===== config.mk =====
export PLATFORM = sky130hd
export DESIGN_NAME = ip_ppi
export DESIGN_NICKNAME = d
export VERILOG_FILES = /design/src/rtl/ip_ppi_pkg.sv /design/src/rtl/ip_ppi.sv
export SDC_FILE = /design/constraint.sdc
export NUM_CORES = 1
export LEC_CHECK = 0
export BUFFER_PORTS_ARGS = -buffer_cell sky130_fd_sc_hd__buf_2
export CAP_MARGIN = 10
export CORE_UTILIZATION = 44
export DETAILED_ROUTE_END_ITERATION = 10
export GPL_ROUTABILITY_DRIVEN = 0
export PLACE_DENSITY = 0.79
export REMOVE_ABC_BUFFERS = 1
export SETUP_SLACK_MARGIN = 0.05
export SYNTH_ARGS = -nofsm -noshare
export SYNTH_HDL_FRONTEND = slang
export SYNTH_SLANG_ARGS = --single-unit

===== constraint.sdc =====
create_clock -name clk -period 1.7 [get_ports clk]
set_input_delay 0.34 -clock clk [delete_from_list [all_inputs] [get_ports clk]]
set_output_delay 0.34 -clock clk [all_outputs]
set_load 0.01 [all_outputs]

===== src/rtl/ip_ppi_pkg.sv =====
// ip_ppi_pkg: port addresses, Port C bit positions and reset values for the MSX PPI
package ip_ppi_pkg;
    localparam logic [7:0] PPI_PORT_A = 8'hA8;
    localparam logic [7:0] PPI_PORT_B = 8'hA9;
    localparam logic [7:0] PPI_PORT_C = 8'hAA;
    localparam logic [7:0] PPI_CTRL   = 8'hAB;
    localparam int PC_ROW_LSB = 0;
    localparam int PC_MOTOR   = 4;
    localparam int PC_CASW    = 5;
    localparam int PC_CAPS    = 6;
    localparam int PC_CLICK   = 7;
    localparam logic [7:0] PORT_A_RESET    = 8'h00;
    localparam logic [7:0] PORT_C_RESET    = 8'h00;
    localparam logic [7:0] CTRL_READ_VALUE = 8'hFF;
endpackage


===== src/rtl/ip_ppi.sv =====
// ip_ppi: fixed-configuration MSX PPI on I/O ports A8h-ABh; optional PPI_BIT_SET_RESET_EN enables Port C bit set/reset via ABh
module ip_ppi
    import ip_ppi_pkg::*;
(
    input  logic        clk,
    input  logic        reset,
    input  logic [15:0] bus_address,
    output logic        bus_io_cs,
    output logic        bus_memory_cs,
    output logic        bus_read_ready,
    output logic [7:0]  bus_read_data,
    input  logic [7:0]  bus_write_data,
    input  logic        bus_read,
    input  logic        bus_write,
    input  logic        bus_io,
    input  logic        bus_memory,
    output logic [7:0]  primary_slot,
    output logic [3:0]  key_matrix_row,
    output logic        motor_off,
    output logic        cas_write,
    output logic        caps_led_off,
    output logic        click_sound,
    input  logic [7:0]  key_matrix_column
);
    logic       io_hit;
    logic       rd_hit;
    logic       wr_hit;
    logic [7:0] port_a;
    logic [7:0] port_c;
    logic [7:0] rd_mux;
    logic [7:0] rdata;
    logic       ready;

    assign bus_io_cs     = 1'b1;
    assign bus_memory_cs = 1'b0;
    assign io_hit = bus_io && (bus_address[7:2] == PPI_PORT_A[7:2]);
    assign rd_hit = bus_read && io_hit;
    assign wr_hit = bus_write && io_hit;

    assign primary_slot   = port_a;
    assign key_matrix_row = port_c[PC_ROW_LSB +: 4];
    assign motor_off      = port_c[PC_MOTOR];
    assign cas_write      = port_c[PC_CASW];
    assign caps_led_off   = port_c[PC_CAPS];
    assign click_sound    = port_c[PC_CLICK];

    // reset masks the strobe immediately so a pending pulse never reaches the bus
    assign bus_read_ready = ready && !reset;
    assign bus_read_data  = bus_read_ready ? rdata : 8'h00;

    // select read source from the pre-write register values
    always_comb begin
        rd_mux = bus_address[7:0] == PPI_PORT_A ? port_a :
                 bus_address[7:0] == PPI_PORT_B ? key_matrix_column :
                 bus_address[7:0] == PPI_PORT_C ? port_c : CTRL_READ_VALUE;
    end

    // port registers updated by decoded I/O writes
    always_ff @(posedge clk) begin
        if (reset) begin
            port_a <= PORT_A_RESET;
            port_c <= PORT_C_RESET;
        end else if (wr_hit) begin
            if (bus_address[7:0] == PPI_PORT_A) port_a <= bus_write_data;
            if (bus_address[7:0] == PPI_PORT_C) port_c <= bus_write_data;
`ifdef PPI_BIT_SET_RESET_EN
            if (bus_address[7:0] == PPI_CTRL && !bus_write_data[7])
                port_c[bus_write_data[3:1]] <= bus_write_data[0];
`endif
        end
    end

    // one-cycle read strobe with data captured at the request edge
    always_ff @(posedge clk) begin
        if (reset) begin
            ready <= 1'b0;
            rdata <= 8'h00;
        end else begin
            ready <= rd_hit;
            rdata <= rd_hit ? rd_mux : 8'h00;
        end
    end
endmodule


After elaboration in Yosys (flattened, before gate mapping)
Index checks and enable logic that the tools add are counted.
{"block": "op_classes", "bitwise_logic": 1, "reduce_logical": 8, "n_mux": 4, "n_eq_ne": 4}
{"cell": "8-bit two-way mux", "count": 4}
{"cell": "8-bit equality test, second input constant", "count": 3}
{"cell": "6-bit equality test, second input constant", "count": 1}
{"cell": "1-bit logical AND", "count": 4}
{"cell": "2-bit AND reduction", "count": 2}
{"cell": "2-bit OR reduction", "count": 1}
{"cell": "1-bit logical NOT", "count": 1}
{"cell": "1-bit inverter", "count": 1}
{"block": "totals", "ff_bits": 25, "in_bits": 38, "output_inout_bits": 27, "wordCells": 21}

Longest topological paths before layout
{"block": "logic_depth", "ltp_word": 5, "depth_mapped": 4, "ltp_nobuf": 3}

Worst setup path after synthesis
Ideal clock, no wire load.
{"block": "synth_timing", "kind": "input to register", "startpoint": "in bus_address[4]", "endpoint": "reg port_a[0] (netlist: primary_slot[0])", "path_slack_ns": 0.112, "arrival_time_ns": 1.516, "n_path_buf": 0, "setup_time_ns": 0.072, "cell_stages": 3, "t_required_ns": 1.628, "cell_sequence": "or3b_4 -> nor4_4 -> mux2i_1"}
{"block": "synth_via", "elab_chain_cells": 4, "word_cells_on_any_way": 5, "classes_between": "2 x eq/ne; 3 x reduce/logical"}
{"element": "from (decl)", "line_no": "ip_ppi.sv:7", "text": "input logic [15:0] bus_address,"}
{"element": "6-bit equality test", "line_no": "ip_ppi.sv:36", "text": "assign io_hit = bus_io && (bus_address[7:2] == PPI_PORT_A[7:2]);"}
{"element": "1-bit logical AND", "line_no": "ip_ppi.sv:36"}
{"element": "1-bit logical AND", "line_no": "ip_ppi.sv:38", "text": "assign wr_hit = bus_write && io_hit;"}
{"element": "2-bit AND reduction (no line) (*)"}
{"element": "to (signal assigned)", "line_no": "ip_ppi.sv:64", "text": "if (bus_address[7:0] == PPI_PORT_A) port_a <= bus_write_data;"}
{"element": "to (decl)", "line_no": "ip_ppi.sv:28", "text": "logic [7:0] port_a;"}
Mark *: on every way between the ends. The rest lies on a longest branch, timed or not.
A chain may end at the register's enable or synchronous reset.

Final worst setup path
{"block": "layout_timing", "startpoint": "reg ready", "endpoint": "out bus_read_data[3]"}
{"block": "layout_via", "elab_chain_cells": 2}
{"element": "from (decl)", "line_no": "ip_ppi.sv:32", "text": "logic ready;"}
{"element": "from (signal assigned)", "line_no": "ip_ppi.sv:79", "text": "ready <= rd_hit;"}
{"element": "1-bit logical AND", "line_no": "ip_ppi.sv:48", "text": "assign bus_read_ready = ready && !reset;"}
{"element": "8-bit two-way mux", "line_no": "ip_ppi.sv:49", "text": "assign bus_read_data = bus_read_ready ? rdata : 8'h00;"}
{"element": "to (decl)", "line_no": "ip_ppi.sv:11", "text": "output logic [7:0] bus_read_data,"}
No other way between the ends.

==> results.ini <==
[route]
wl_per_cell_um=13.4
vias=960
drt-initial-drc-count=4
routed_via_density=5.03
drtAntennaViolNets=0
firstDrtPassIters=4
wirelength_um=2570
drc=0

[timing]
drv_slew=0
worstMarginPinSlew_ns=0.525
max_slew_margin_pct=64.7
finalSetupViolCount=0
final_hold_viol_count=0
rsz0062_at_grt=false
finalSetupTns_ns=0
skew_ns=0.00262
clock.fmax_ghz=0.662
worst_slack_ns=0.190
period_share_pct=88.8
fin_crit_ns=1.51

[clock_tree]
cts_tree=yes
cts.sinks=25
cts_buffers=3
postCtsSetupRepairBufs=0
cts_resized=0
cts_buffer_depth=2
cts_root_buffer=clkbuf_4
hold_buffers=0
h-tree-depth=1
clk_latency_ns=0.30
clk_pin_slew_ns=0.13

[hold_path]
hp-start=bus_write_data[2]
hold_path.class=primary input to register
hold_depth=3
whs_endpoint=port_c[2]

[global_route]
grt_pass1_wl_um=3970
grt_max_degree=25
track_usage_pct=19.2
grt-ovfl-total=0
grt_antenna_before_repair=0
grt_pass1_vias=918

[cells_and_area]
fin_util_pct=61.2
stdcell_count=191
final_layout_size_suffix_gt1_share_pct=45.3
fillerInstances=215
layout.nets=200
diodes=0
area_growth_pct=28.3

[critical_path]
worst_setup_path_end_kind=output port
setup.worst_path.start_class=register
cp_slowest_stage_delay_ns=0.33
crit_arrival_ns=1.17
reg2reg_slack_ns=0.74
reg2reg_to=rdata[3]
required_ns=1.36
critical_path.cell_chain=nor2b_2 -> and2_1 -> buf_2
critical_path_buf_inv_count=1
critPathKind=register to output port
cp_max_fo=9
reg2reg_from=port_c[3]
rr_worst_depth=2
crit_slowest_cell=dfxtp_1
crit_family=simple AND/OR/NAND/NOR gates

[synth]
avgSynthCellArea_um2=11.0
synth_async_sr_flop_share_pct=0
ys_warn_count=0
syn-cell-area_um2=1200
synth_area_leaders=dfxtp_1 (42%), nand2b_1 (14%), mux2i_1 (13%)
synth_top_area_share_pct=41.6
synth-main-ff-cell=dfxtp_1
yosysTopAreaCell=dfxtp_1
synthCells=109
ys_seq_elements=25
synth_edf_count=0
synth_cell_types=17
ys_seq_area_share_pct=41.6
synth.most_common_cell=nand2b_1
yosys-top-cells-count=nand2b_1 (26), dfxtp_1 (25), mux2i_1 (16)

[pwr]
power.density_nw_per_um2=601
ir_worst_vdd_mv=0.488
p_leak_nw=0.695

[placement]
dp_hpwl_um=1990
post-place-ws_ns=0.0776
dp_cells=187
port_buffers=53

[job]
maxCapViolCount=0

[floorplan]
fp.dieW_um=54.3
placementRows=18
dieArea_um2=2950
start_util_pct=47.7
pin_count=65
core_um2=2520
die_height_um=54.3

[status]
status=finished, final reports clean

-- cells by family (layout without fill, tap and decap cells) --
kind of cell / Yosys count / count (layout) / synth area share [%]
buffers and inverters: 9 / 61 / 3.53
muxes: 24 / 24 / 20.8
other: 2 / 2 / 0.624
and+or+nand+nor: 41 / 41 / 26.0
DFF: 25 / 25 / 41.6
AOI/OAI and AO/OA: 8 / 8 / 7.48
-- area by class of cell --
type                            instances  area, um^2  share of cell area [%]
Inverter                                1        3.75                   0.243
Multi-Input combinational cell         75         663                    42.9
Tap cell                               30        37.5                    2.43
Sequential cell                        25         500                    32.4
Timing Repair Buffer                   56         313                    20.3
Clock buffer                            4        26.3                    1.70
-- per-stage QoR --
step | hold slack (ns) | cell area, um^2 | power, mW
5_1_grt | 0.291 | 1540 | 0.968
3_5_place_dp | 0.477 | 1520 | 0.687
4_1_cts | 0.294 | 1540 | 0.937
2_1_floorplan | 0.441 | 1160 | 0.633
6_report | 0.300 | 1540 | 0.927
3_3_place_gp | 0.468 | 1520 | 0.684
-- routing by layer --
layer | vias up | part of all wire, % | GRT usage (%)
li1 | 484 | - | -
met2 | 34 | 50 | 32.3
met1 | 436 | 42 | 23.3
met3 | 6 | 5.2 | 2.78
met5 | - | 0 | 0
met4 | 0 | 2.7 | 10.3
-- state kept, by name, summed over array words and instances (netlist names) --
| signal | flops |
|---|---|
| port_c | 8 |
| ready | 1 |
| primary_slot | 8 |
| rdata | 8 |
-- how the worst max path moves through the flow --
stage                         from                to  cells past startpoint
finish                       ready  bus_read_data[3]                      3
global route                 ready  bus_read_data[6]                      3
CTS                          ready  bus_read_data[3]                      3
detailed placement  bus_address[4]          rdata[7]                      4
global placement    bus_address[4]          rdata[2]                      4
floorplan           bus_address[4]         port_c[0]                      3
-- where the power goes --
part           internal, mW  switching, mW  total [mW]
Sequential            0.586       0.000235       0.586
Clock                0.0914          0.163       0.255
Combinational        0.0430         0.0434      0.0864
Total                 0.721          0.207       0.927
-- worst min-delay path: stages --
cell and delay, ns:
buf_2 0.09, nand2b_1 0.07, mux2i_1 0.06
-- placed cells by master (no fill, tap or decap) --
cell      instances
nand2_1           1
clkbuf_1          1
dfxtp_1          25
or3b_4            1
clkbuf_4          3
conb_1            2
mux2_2            8
buf_2            53
buf_4             1
nor2b_2           1
nor4_4            3
o221a_1           8
nand4b_2          1
and2_1            8
nand2b_1         26
buf_12            2
mux2i_1          16
inv_1             1
(Power assumes the default switching activity.)
